$ cat config.mk
export PLATFORM = sky130hd
export DESIGN_NAME = max_pool_unit_flat
export DESIGN_NICKNAME = d
export VERILOG_FILES = /design/src/rtl/max_pool_unit_if.sv /design/src/rtl/max_pool_unit.sv /design/src/flat_wrapper.sv
export SDC_FILE = /design/constraint.sdc
export NUM_CORES = 1
export LEC_CHECK = 0
export ABC_AREA = 0
export BUFFER_PORTS_ARGS = -buffer_cell sky130_fd_sc_hd__buf_4
export CAP_MARGIN = 20
export CORE_ASPECT_RATIO = 0.75
export CORE_UTILIZATION = 48
export CTS_BUF_LIST = sky130_fd_sc_hd__clkbuf_8 sky130_fd_sc_hd__clkbuf_16
export CTS_CLUSTER_DIAMETER = 50
export DETAILED_ROUTE_END_ITERATION = 10
export HOLD_SLACK_MARGIN = 0.03
export PLACE_DENSITY = 0.83
export SLEW_MARGIN = 20
export SYNTH_ARGS = -nofsm -noshare
export SYNTH_HDL_FRONTEND = slang
export SYNTH_SLANG_ARGS = --single-unit
export TNS_END_PERCENT = 20
$ cat constraint.sdc
create_clock -name clk -period 2.4 [get_ports clk]
set_clock_uncertainty 0.15 [all_clocks]
set_input_delay 0.48 -clock clk [delete_from_list [all_inputs] [get_ports clk]]
set_output_delay 0.48 -clock clk [all_outputs]
set_load 0.01 [all_outputs]
$ cat src/rtl/max_pool_unit_if.sv
// rtl/max_pool_unit_if.sv - word stream and pooled-result bus between the rotator and the max-pool unit
interface max_pool_unit_if #(
    parameter int WORD_SIZE = 128
);
    logic [4:0]           pool_size;
    logic                 flush;
    logic                 DI_valid;
    logic [WORD_SIZE-1:0] DI;
    logic                 DO_valid;
    logic [WORD_SIZE-1:0] DO;
    logic                 busy;

    modport master (
        output pool_size, flush, DI_valid, DI,
        input  DO_valid, DO, busy
    );

    modport slave (
        input  pool_size, flush, DI_valid, DI,
        output DO_valid, DO, busy
    );
endinterface

$ cat src/rtl/max_pool_unit.sv
// rtl/max_pool_unit.sv - lane-wise int8 max over a window of consecutive rotator words
module max_pool_unit #(
    parameter int WORD_SIZE = 128,
    parameter int LANES     = 8,
    parameter int SIGNED    = 1,
    parameter int MAX_POOL  = 16
) (
    input  logic            clk,
    input  logic            rst,
    max_pool_unit_if.slave  bus
);
    localparam int         LW    = LANES * 8;
    localparam int         PAD   = WORD_SIZE - LW;
    localparam logic [4:0] MAX_N = 5'(MAX_POOL);

    typedef enum logic {IDLE, ACCUM} state_t;

    state_t               state, state_nxt;
    logic [4:0]           cnt, cnt_nxt;
    logic [4:0]           win_n, win_n_nxt;
    logic [4:0]           eff_n;
    logic [LW-1:0]        acc, acc_nxt;
    logic [LW-1:0]        di_lanes;
    logic [LW-1:0]        merged;
    logic [LW-1:0]        emit_data;
    logic                 emit;
    logic [WORD_SIZE-1:0] do_q;
    logic                 do_valid_q;
    logic [PAD-1:0]       unused_pad;

    assign di_lanes   = bus.DI[WORD_SIZE-1 -: LW];
    assign unused_pad = bus.DI[PAD-1:0];

    // Window length as it would be latched if this word opened a window.
    always_comb begin
        if (bus.pool_size == 5'd0) begin
            eff_n = 5'd1;
        end else if (bus.pool_size > MAX_N) begin
            eff_n = MAX_N;
        end else begin
            eff_n = bus.pool_size;
        end
    end

    function automatic logic [7:0] lane_max(input logic [7:0] a, input logic [7:0] b);
        logic take_b;
        if (SIGNED != 0) begin
            take_b = $signed(b) > $signed(a);
        end else begin
            take_b = b > a;
        end
        return take_b ? b : a;
    endfunction

    always_comb begin
        merged = '0;
        for (int i = 0; i < LANES; i++) begin
            merged[LW-1-8*i -: 8] = lane_max(acc[LW-1-8*i -: 8], di_lanes[LW-1-8*i -: 8]);
        end
    end

    always_comb begin
        state_nxt = state;
        cnt_nxt   = cnt;
        win_n_nxt = win_n;
        acc_nxt   = acc;
        emit      = 1'b0;
        emit_data = acc;

        case (state)
            IDLE: begin
                // flush alone in IDLE has nothing to emit and is dropped.
                if (bus.DI_valid) begin
                    acc_nxt   = di_lanes;
                    win_n_nxt = eff_n;
                    cnt_nxt   = 5'd1;
                    if (eff_n == 5'd1 || bus.flush) begin
                        emit      = 1'b1;
                        emit_data = di_lanes;
                        cnt_nxt   = 5'd0;
                    end else begin
                        state_nxt = ACCUM;
                    end
                end
            end
            ACCUM: begin
                if (bus.DI_valid) begin
                    acc_nxt = merged;
                    if (cnt + 5'd1 == win_n || bus.flush) begin
                        emit      = 1'b1;
                        emit_data = merged;
                        cnt_nxt   = 5'd0;
                        state_nxt = IDLE;
                    end else begin
                        cnt_nxt = cnt + 5'd1;
                    end
                end else if (bus.flush) begin
                    emit      = 1'b1;
                    emit_data = acc;
                    cnt_nxt   = 5'd0;
                    state_nxt = IDLE;
                end
            end
            default: begin
                state_nxt = IDLE;
                cnt_nxt   = 5'd0;
            end
        endcase
    end

    always_ff @(posedge clk or negedge rst) begin
        if (!rst) begin
            state      <= IDLE;
            cnt        <= 5'd0;
            win_n      <= 5'd1;
            acc        <= '0;
            do_q       <= '0;
            do_valid_q <= 1'b0;
        end else begin
            state      <= state_nxt;
            cnt        <= cnt_nxt;
            win_n      <= win_n_nxt;
            acc        <= acc_nxt;
            do_valid_q <= emit;
            if (emit) begin
                do_q <= {emit_data, {PAD{1'b0}}};
            end
        end
    end

    assign bus.DO       = do_q;
    assign bus.DO_valid = do_valid_q;
    assign bus.busy     = (state == ACCUM);
endmodule

$ cat src/flat_wrapper.sv
// flat-port wrapper written by rule: the top's interface ports become plain ports
module max_pool_unit_flat 
#(
    parameter int WORD_SIZE = 128,
    parameter int LANES     = 8,
    parameter int SIGNED    = 1,
    parameter int MAX_POOL  = 16
)
  (clk, rst, bus_pool_size, bus_flush, bus_DI_valid, bus_DI, bus_DO_valid, bus_DO, bus_busy);
  max_pool_unit_if #(.WORD_SIZE(WORD_SIZE)) bus_i ();
  input  logic clk;
  input  logic rst;
  input wire logic [$bits(bus_i.pool_size)-1:0] bus_pool_size;
  input wire logic [$bits(bus_i.flush)-1:0] bus_flush;
  input wire logic [$bits(bus_i.DI_valid)-1:0] bus_DI_valid;
  input wire logic [$bits(bus_i.DI)-1:0] bus_DI;
  output wire logic [$bits(bus_i.DO_valid)-1:0] bus_DO_valid;
  output wire logic [$bits(bus_i.DO)-1:0] bus_DO;
  output wire logic [$bits(bus_i.busy)-1:0] bus_busy;
  assign bus_i.pool_size = bus_pool_size;
  assign bus_i.flush = bus_flush;
  assign bus_i.DI_valid = bus_DI_valid;
  assign bus_i.DI = bus_DI;
  assign bus_DO_valid = bus_i.DO_valid;
  assign bus_DO = bus_i.DO;
  assign bus_busy = bus_i.busy;
  max_pool_unit #(.WORD_SIZE(WORD_SIZE), .LANES(LANES), .SIGNED(SIGNED), .MAX_POOL(MAX_POOL)) u_core (.clk(clk), .rst(rst), .bus(bus_i));
endmodule
==> out/results.tsv, run 1 <==
stage	metric	value	unit
run_status	status	complete, but fails checks	
run_status	failing checks	setup timing	
global_route	vias in the first global route	7732	
cts	clock root cell	clkbuf_16	
critical_path	CP Launch Type	register	
die	# rows	42	
worst_hold_path	Hold Crit Depth	2	
synth	synth top area cells	dfrtp_1, ha_1, mux2_2, buf_4, nor2_1	
pwr	Peak supply drop	0.0004776	V
pwr	Static Leak	6.075	nW
placed_design	GPL Wtd Cong	0.8294	
routing	Vias/cell	5.558	
synth	Cells after Synth	883	
finish	fillers	1199	
sta	max frequency	394.2	MHz
sta	min Tclk post-route	2.537	ns
global_route	initial antenna violation count	0	
pwr	Flop pwr share	32.8	%
global_route	maximum number of pins on one net before global-route repair	52	
critical_path	reg-to-reg slack, setup	-0.14	ns
synth	prevailing post-synth register cell	dfrtp_1	
cts	Clk Latency, worst-skew pair	0.43	ns
die	height of the die	119.9	um
finish	layout cell share with drive strength beyond 1	43.72	%
pwr	sw frac	33.20	%
synth	combinational family with the most area after synthesis	compound AO/OA/AOI/OAI gates	
placed_design	hpwl dp	16230	um
pwr	Pwr Total	10.41	mW
synth	Syn. warnings	0	
synth	Async S/R FF share, synth	100.0	%
routing	drt drc	0	
synth	post-synth top area share	39.13	%
finish	Inserted Diodes	0	
critical_path	reg-to-reg startpoint	u_core.acc[53]	
global_route	global-route wire length before repair	39300	um
routing	DRT antenna net count	0	
global_route	grt ovf	0	
finish	register area	0.003506	mm^2
synth	Synth Area in XOR/XNOR	0.5911	%
global_route	Tot GR Track Use	26.02	%
cts	Max clock buf depth	2	
routing	1st-iter DRT viols	549	
critical_path	Setup CP Type	reg -> reg	
critical_path	CP endpoint kind	register	
finish	Synth-to-Final Area Change	42.65	%
sta	Finish-stage setup viols	85	
die	Initial Utilization	49.75	%
synth	Post-synth EDFFs	0	
worst_hold_path	min-delay worst type	in -> reg	
worst_hold_path	hold endpoint	u_core.win_n[0]	
routing	Final Routed Wirelength	25570	um
synth	adder-cell share of the synthesized area	9.148	%
synth	Mapped Area	0.008890	mm^2
die	core box area	0.01787	mm^2
routing	DR WL/cell	18.21	um
pwr	switching pwr	3.457	mW
die	Die Span X	159.1	um
routing	Vias	7804	
pwr	Comb power frac	40.7	%
sta	worst hold margin	0.08016	ns
synth	register bit count reported by yosys	140	
placed_design	IO buf count	138	
cts	CTS tree	done	
critical_path	reg-to-reg endpoint	u_core.acc[50]	
sta	setup TNS	-3.434	ns
pwr	PwrDens	821.3	mW/mm^2
synth	compound-cell area share of the yosys netlist	19.52	%
critical_path	worst-path fanout max	3	
finish	footprint of the multi-input gates	0.005418	mm^2
cts	Sink Count	140	
synth	cell taking the most area after synthesis	dfrtp_1	
finish	Nets	1351	
cts	CTS H-tree depth	4	
sta	max-slew violations	0	
run	Max Cap Violations	0	
routing	Initial DRT Pass Iterations	5	
sta	final cycle utilization of the critical path	105.7	%
synth	Synth Area in Simple Gates	8.487	%
worst_hold_path	hold path start	bus_pool_size[4]	
synth	post-synthesis mux area share	11.89	%
synth	mean area per synthesized cell	10.07	um^2
cts	Num CTS Buffers	17	
synth	most frequent cell after synthesis	dfrtp_1	
critical_path	Arr. time, crit path	2.69	ns
sta	RSZ-0062 raised after global routing	true	
die	Die ar.	0.01907	mm^2
critical_path	cells on worst reg2reg path	9	
pwr	clock power share	26.5	%
sta	Worst Slack Setup Final	-0.1366	ns
pwr	internal cell power	6.957	mW
die	I/O pin count	267	
critical_path	worst path required time	2.56	ns
cts	clock transition at the registers of the reported paths	0.06	ns
synth	synth unique cells	62	
synth	most common library cells after synthesis	dfrtp_1, nor2_1, inv_1, mux2_2, ha_1	
sta	final hold vios	0	
synth	sequential fraction of the synthesis area	39.42	%
[worst max-delay path: stages, from the launching register on]
cell and delay [ns]:
dfrtp_1 0.35, inv_2 0.06, ha_4 0.28, nand4_1 0.17, a211oi_2 0.21, a311o_1 0.20
mux2_4 0.35, o21ai_4 0.17, buf_4 0.15, mux2_2 0.33
[final cells by class]
type | instances | share of cell area [%]
clock inverter | 12 | 1.154
sequential | 140 | 27.65
clock buffer | 20 | 3.680
tap | 242 | 2.388
multi-input combinational | 627 | 42.72
timing repair buffer | 275 | 19.70
inverter | 88 | 2.704
[stage by stage]
step           cell area [um^2]  setup slack [ns]  util [%]  instances
6_report                  12680           -0.1366     70.97       1404
5_1_grt                   12680           -0.2709     70.97       1404
4_1_cts                   12190          -0.07123     68.21       1389
3_5_place_dp              11090           -0.4843     62.04       1341
3_3_place_gp              11090           -0.3657     62.04       1341
2_1_floorplan              9443          -0.02881         -        946
[registers in the layout, indices dropped and copies added (netlist names)]
| signal | cells |
|---|---|
| u_core.bus.busy | 1 |
| u_core.bus.DO | 64 |
| u_core.win_n | 5 |
| u_core.cnt | 5 |
| u_core.acc | 64 |
| u_core.bus.DO_valid | 1 |
[what timing repair did]
action                                 in CTS  in global routing
setup buffers                              10                 11
cloned                                      5                  4
endpoints found under the hold margin      38                  0
resized for setup                          72                 83
hold buffers                                1                  0
setup endpoints to repair                 111                127
pin swaps                                  35                 37
[cell usage in the layout (no fill, tap or decap), drive strengths merged, types with 3 or more instances in the layout]
cell | netlist | routed
o311ai | 3 | 3
and3 | 6 | 6
nor2 | 90 | 90
buf | 84 | 268
mux2 | 88 | 88
clkinv | 0 | 6
xnor2 | 4 | 4
clkbuf | 7 | 24
conb | 1 | 64
ha | 65 | 65
nand2 | 27 | 27
nand2b | 7 | 7
bufinv | 0 | 3
a21o | 14 | 14
a211oi | 8 | 8
o21ai | 60 | 60
nor3 | 7 | 7
nor2b | 7 | 7
nand4 | 12 | 12
a2111oi | 3 | 3
a21oi | 35 | 35
o32ai | 32 | 32
o221ai | 3 | 3
a2111o | 4 | 4
dfrtp | 139 | 139
o32a | 7 | 7
a22o | 24 | 24
o21a | 24 | 24
inv | 88 | 90
a31oi | 3 | 3
a32o | 4 | 4
and4 | 4 | 4
[routing by layer]
metal  up-vias  GRT usage, %  part of all wire (%)
met3        30         4.217                   5.0
met2       243         43.45                    49
met5         -             0                     0
met4         0         8.834                   1.5
li1       3626             -                     -
met1      3905         34.46                    44
[how the worst max path moves through the flow]
stage              startpoint                end  slack, ns  cells after the start
2_1_floorplan      bus_DI[77]     u_core.acc[10]      -0.03                      6
3_3_place_gp       bus_DI[69]  u_core.bus.DO[70]      -0.37                      7
3_5_place_dp       bus_DI[69]  u_core.bus.DO[70]      -0.48                      7
4_1_cts        u_core.acc[50]     u_core.acc[48]      -0.07                      9
5_1_grt        u_core.acc[50]     u_core.acc[50]      -0.27                      9
6_report       u_core.acc[53]     u_core.acc[50]      -0.14                      9
[power by group through the flow]
stage | Combinational [mW] | Clock (mW) | Sequential [mW]
2_1_floorplan | 2.07 | 0 | 3.46
3_3_place_gp | 3.52 | 0 | 3.35
3_5_place_dp | 3.64 | 0 | 3.38
4_1_cts | 3.93 | 2.80 | 3.36
5_1_grt | 4.55 | 2.91 | 3.50
6_report | 4.23 | 2.76 | 3.42
[cell families after synthesis]
group / Yosys count
and+or+nand+nor: 165
muxes: 89
DFF: 140
AOI/OAI and AO/OA: 238
other: 1
adders and majority gates: 65
buffers and inverters: 179
xor gates and xnor gates: 6
(Power assumes the default switching activity.)
==> run 2, diff against run 1 <==
- SETUP_SLACK_MARGIN: not set -> 0.05
==> run 2 against run 1 <==
Against the previous run: wire length increased by 8.3%; sequential share of layout area decreased by 0.59 points; the run still ends with setup timing left; total power increased by 5.8%; utilization increased by 1.6 points; combinational power increased by 5.7%.
==> out/results.tsv, run 2 (synthesized netlist as in run 1, its figures left out) <==
stage	metric	value	unit	change
sta	Worst Tran Pin Value	0.4987	ns	
cts	Sink Count	140		unchanged
routing	Vias/cell	5.746		+3.4%
die	Initial Utilization	49.75	%	unchanged
global_route	global-route wire length before repair	40500	um	+3.1%
die	I/O pin count	267		unchanged
cts	CTS H-tree depth	4		unchanged
finish	Post-Layout Cell Count	1396		-0.57%
placed_design	dpl ws	-0.2901	ns	+0.1942 ns
global_route	Tot GR Track Use	26.58	%	+0.56 points
routing	1st-iter DRT viols	642		+17%
finish	Nets	1343		-0.59%
routing	DRT antenna net count	0		unchanged
run_status	failing checks	setup timing		
sta	Finish-stage setup viols	68		-20%
critical_path	Arr. time, crit path	2.71	ns	+0.02 ns
sta	min Tclk post-route	2.544	ns	+0.007067 ns
finish	register area	0.003506	mm^2	unchanged
placed_design	hpwl dp	16420	um	+1.2%
sta	Worst Slack Setup Final	-0.1437	ns	-0.007067 ns
finish	Util after Layout	72.53	%	+1.6 points
run_status	status	complete, but fails checks		
finish	commonest non-fill, non-tap cell in the layout	buf_4		
sta	RSZ-0062 raised after global routing	true		
finish	leading cell types in the layout, fill and taps excluded	buf_4, dfrtp_1, nor2_1		
cts	Max clock buf depth	2		unchanged
sta	final cycle utilization of the critical path	106.0	%	+0.29 points
worst_hold_path	min-delay worst type	in -> reg		
pwr	Peak supply drop	0.0004039	V	-15%
sta	Worst slew margin	66.49	%	
finish	layout cell share with drive strength beyond 1	44.45	%	+0.74 points
critical_path	worst-path fanout max	4		+1
critical_path	reg-to-reg startpoint	u_core.acc[52]		
cts	clock transition at the registers of the reported paths	0.06	ns	about the same
critical_path	reg-to-reg slack, setup	-0.14	ns	about the same
pwr	Static Leak	6.233	nW	+2.6%
routing	Vias	8021		+2.8%
die	core box area	0.01787	mm^2	unchanged
routing	Initial DRT Pass Iterations	5		unchanged
cts	Num CTS Buffers	17		unchanged
run	Max Cap Violations	0		unchanged
placed_design	IO buf count	138		unchanged
pwr	Pwr Total	11.02	mW	+5.8%
global_route	initial antenna violation count	1		+1
die	# rows	42		unchanged
critical_path	cells on worst reg2reg path	10		+1
critical_path	CP endpoint kind	register		
pwr	PwrDens	850.5	mW/mm^2	+3.6%
sta	max frequency	393.1	MHz	-0.28%
worst_hold_path	hold endpoint	u_core.win_n[0]		
die	height of the die	119.9	um	unchanged
routing	Final Routed Wirelength	27690	um	+8.3%
placed_design	GPL Wtd Cong	0.8561		+3.2%
placed_design	Placed Cells	1335		-0.45%
worst_hold_path	hold path start	bus_pool_size[4]		
routing	drt drc	0		unchanged
finish	Synth-to-Final Area Change	45.77	%	
global_route	vias in the first global route	7979		+3.2%
sta	max-slew violations	0		unchanged
finish	Inserted Diodes	0		unchanged
critical_path	CP Launch Type	register		
cts	CTS tree	done		
critical_path	reg-to-reg endpoint	u_core.acc[54]		
global_route	maximum number of pins on one net before global-route repair	48		-7.7%
die	Die Span X	159.1	um	unchanged
die	Die ar.	0.01907	mm^2	unchanged
worst_hold_path	Hold Crit Depth	2		unchanged
cts	clock root cell	clkbuf_16		
critical_path	worst path required time	2.57	ns	about the same
routing	DR WL/cell	19.83	um	+8.9%
cts	Clk Latency, worst-skew pair	0.43	ns	about the same
finish	fillers	1154		-3.8%
sta	final hold vios	0		unchanged
finish	footprint of the multi-input gates	0.005639	mm^2	+4.1%
critical_path	Setup CP Type	reg -> reg		
global_route	grt ovf	0		unchanged
==> run 2: cell count changes in the layout (fill, tap and decap cells not counted), moves of 5 or more <==
cell / before / now
mux2_4: 43 / 70
inv_1: 77 / 72
mux2_2: 45 / 18
o21ai_1: 16 / 23
o32ai_1: 18 / 8
o21ai_2: 21 / 10
buf_4: 236 / 221
o32ai_2: 13 / 22
nor2_1: 85 / 80
buf_12: 14 / 21
==> run 2: area by class of cell <==
type                    count  area share (%)
repair buffers            267           19.12
inverters                  88           2.675
multi-input cells         627           43.52
flip-flops and latches    140           27.05
clock buffers              23           3.920
clock inverters             9           1.381
well taps                 242           2.337
==> run 2: worst max-delay path, cell delays in order, from the launching register on <==
cell	delay, ns
dfrtp_1	0.38
inv_2	0.07
ha_4	0.26
nand4_1	0.15
buf_4	0.19
nor3_4	0.18
a21oi_1	0.09
mux2_4	0.33
o21ai_4	0.20
buf_6	0.15
mux2_4	0.29
==> run 2: stage by stage <==
stage          hold WS, ns  instance area (um^2)  setup TNS, ns
2_1_floorplan      0.03441                  9612        -0.1924
5_1_grt            0.08819                 12960         -8.756
4_1_cts            0.07885                 12370        -0.8611
3_3_place_gp        0.2993                 11220         -15.13
3_5_place_dp        0.2992                 11220         -18.14
6_report           0.09044                 12960         -3.398
==> run 2: per-layer routing <==
layer / global-route usage (%) / share of wire, % / up-vias
met5: 0 / 0.047 / -
met4: 13.46 / 4.1 / 2
met3: 3.941 / 5.5 / 85
met2: 43.83 / 49 / 340
met1: 34.25 / 41 / 4012
li1: - / - / 3582
==> run 2: power breakdown <==
part	internal, mW	switching [mW]
clock network	2.02	1.10
logic	2.42	2.06
registers	2.92	0.516
total	7.35	3.67
==> run 2: worst max-delay path by stage <==
stage / startpoint / end / depth (start not counted)
CTS: u_core.acc[61] / u_core.acc[63] / 9
global placement: bus_DI[117] / u_core.bus.DO[113] / 9
floorplan: bus_DI[116] / u_core.bus.DO[116] / 8
finish: u_core.acc[52] / u_core.acc[54] / 10
detailed placement: bus_DI[115] / u_core.bus.DO[115] / 9
global route: u_core.acc[53] / u_core.acc[54] / 10
==> run 2: what timing repair did <==
item,CTS,global route
hold buffers,1,0
gates resized for setup,71,103
endpoints found under the setup margin,127,128
buffers inserted,9,10
pin swaps,37,31
cloned,5,4
hold endpoints to repair,43,0
==> run 3, diff against run 2 <==
- CELL_PAD_IN_SITES_DETAIL_PLACEMENT: not set -> 1
- CELL_PAD_IN_SITES_GLOBAL_PLACEMENT: not set -> 1
- CORE_UTILIZATION: 48 -> 36
==> run 3 against run 2 <==
Against the previous run: utilization decreased by 18 points; the flow still finishes with violations (setup timing); clock-buffer cell count shrank 4; setup slack got worse by 0.15 ns.
==> out/results.tsv, run 3 (synthesized netlist as in run 1, its figures left out) <==
stage	metric	value	unit	change
global_route	vias in the first global route	8746		+9.6%
critical_path	worst-path fanout max	5		+1
cts	Clk Latency, worst-skew pair	0.44	ns	about the same
run_status	failing checks	setup timing		
sta	final cycle utilization of the critical path	112.3	%	+6.3 points
finish	Util after Layout	54.80	%	-18 points
critical_path	CP top delay family	compound AO/OA/AOI/OAI gates		
cts	CTS H-tree depth	4		unchanged
critical_path	Setup CP Type	reg -> reg		
critical_path	slowest CP cell	nor3_1		
cts	clock root cell	clkbuf_16		
cts	Num CTS Buffers	17		unchanged
sta	max frequency	371.0	MHz	-5.6%
global_route	grt ovf	0		unchanged
sta	Worst Slack Setup Final	-0.2954	ns	-0.1517 ns
critical_path	reg-to-reg slack, setup	-0.30	ns	-0.15 ns
global_route	initial antenna violation count	0		-1
pwr	Static Leak	6.270	nW	+0.59%
routing	DRT antenna net count	0		unchanged
cts	Sink Count	140		unchanged
finish	Nets	1360		+1.3%
placed_design	hpwl dp	19890	um	+21%
placed_design	GPL Wtd Cong	0.8203		-4.2%
die	# rows	49		+17%
routing	1st-iter DRT viols	415		-35%
sta	final hold vios	0		unchanged
cts	CTS tree	done		
sta	setup TNS	-10.09	ns	-6.695 ns
pwr	Peak supply drop	0.0005668	V	+40%
critical_path	worst path required time	2.56	ns	about the same
routing	Vias/cell	5.377		-6.4%
critical_path	Worst Path Buf+Inv	3		unchanged
routing	Vias	8076		+0.69%
finish	commonest non-fill, non-tap cell in the layout	buf_4		
finish	Synth-to-Final Area Change	48.52	%	
global_route	Tot GR Track Use	24.64	%	-1.9 points
critical_path	CP endpoint kind	register		
routing	drt drc	0		unchanged
sta	max-slew violations	0		unchanged
global_route	maximum number of pins on one net before global-route repair	52		+8.3%
die	core box area	0.02409	mm^2	+35%
routing	Initial DRT Pass Iterations	4		-1
sta	worst hold margin	0.07542	ns	-0.01502 ns
die	Die ar.	0.02533	mm^2	+33%
pwr	PwrDens	822.5	mW/mm^2	-3.3%
critical_path	Worst path max stage delay	0.48	ns	+0.10 ns
sta	Finish-stage setup viols	96		+41%
sta	Worst Tran Pin Value	0.5689	ns	+0.07014 ns
pwr	Pwr Total	10.86	mW	-1.5%
sta	Worst slew margin	61.78	%	-4.7 points
finish	leading cell types in the layout, fill and taps excluded	buf_4, dfrtp_1, nor2_1		
die	I/O pin count	267		unchanged
run	Max Cap Violations	0		unchanged
global_route	global-route wire length before repair	49020	um	+21%
die	Initial Utilization	36.90	%	-13 points
sta	min Tclk post-route	2.695	ns	+0.1517 ns
routing	Final Routed Wirelength	33760	um	+22%
cts	clock transition at the registers of the reported paths	0.07	ns	about the same
finish	Inserted Diodes	0		unchanged
cts	Max clock buf depth	2		unchanged
die	height of the die	138.1	um	+15%
critical_path	CP Launch Type	register		
placed_design	IO buf count	138		unchanged
die	Die Span X	183.5	um	+15%
sta	RSZ-0062 raised after global routing	true		
finish	layout cell share with drive strength beyond 1	45.18	%	+0.72 points
routing	DR WL/cell	22.48	um	+13%
worst_hold_path	min-delay worst type	in -> reg		
critical_path	worst-path cell chain	buf_12, xor2_4, o21ai_4, o2111a_4, buf_6, buf_4, nor3_1, a21oi_1, a22o_1		
critical_path	Arr. time, crit path	2.86	ns	+0.15 ns
run_status	status	complete, but fails checks		
[run 3: changes by cell type in the layout (fill, tap and decap cells not counted), moves of 3 or more]
cell / change
o32ai_1: -4
buf_6: +9
bufinv_16: -3
inv_1: +3
o32ai_2: +5
o21ai_2: -3
clkbuf_8: -4
buf_4: +8
[run 3: cell type report]
| cell class | instances | area (um^2) |
|---|---|---|
| well taps | 331 | 414.1 |
| clock inverters | 13 | 128.9 |
| inverters | 88 | 356.6 |
| repair buffers | 284 | 2654 |
| clock buffers | 19 | 452.9 |
| multi-input cells | 627 | 5689 |
| flip-flops and latches | 140 | 3507 |
| fillers | 2598 | 10890 |
[run 3: per-layer routing]
layer  track usage [%]  wire length, um
met3             3.214             1169
met4             9.912             1181
met1             30.80            14000
met2             42.80            17400
met5                 0                0
[run 3: path summary, 6_finish.rpt]
check	start	endpoint	cells after the start
setup reg to reg	u_core.cnt[2]	u_core.bus.DO[96]	9
hold reg to reg	u_core.win_n[0]	u_core.win_n[0]	2
min in group asynchronous	rst	u_core.bus.DO[107]	2
hold / removal	bus_pool_size[4]	u_core.win_n[0]	2
setup / recovery	u_core.cnt[2]	u_core.bus.DO[96]	9
max in group asynchronous	rst	u_core.bus.DO[71]	3
[run 3: metrics by stage]
step / setup slack, ns / std cells / instance area [um^2]
after global placement: -0.2285 / 1434 / 11430
final: -0.2954 / 1502 / 13200
after detailed placement: -0.2797 / 1434 / 11430
after global routing: -0.3272 / 1502 / 13200
after floorplan: -0.01784 / 946 / 9612
after CTS: -0.04684 / 1487 / 12740
[run 3: where the power goes]
group	total, mW	internal (mW)	leakage [nW]	switching (mW)
Combinational	4.71	2.50	4.34	2.21
Clock	2.71	1.57	0.285	1.14
Sequential	3.44	2.92	1.65	0.520
[run 3: timing repair]
item,4_1_cts,5_1_grt
setup endpoints to repair,128,128
resized for setup,107,76
buffers inserted,18,10
hold buffers,1,0
pin swaps,37,37
gates cloned,3,5
hold endpoints to repair,49,0
[run 3: worst register-to-register path: cells and delay by family, from the launching register on]
kind	cells	cell delay [ns]
AOI/OAI and AO/OA	4	0.91
xor gates and xnor gates	1	0.18
DFF	1	0.46
and+or+nand+nor	1	0.48
buffers and inverters	3	0.41
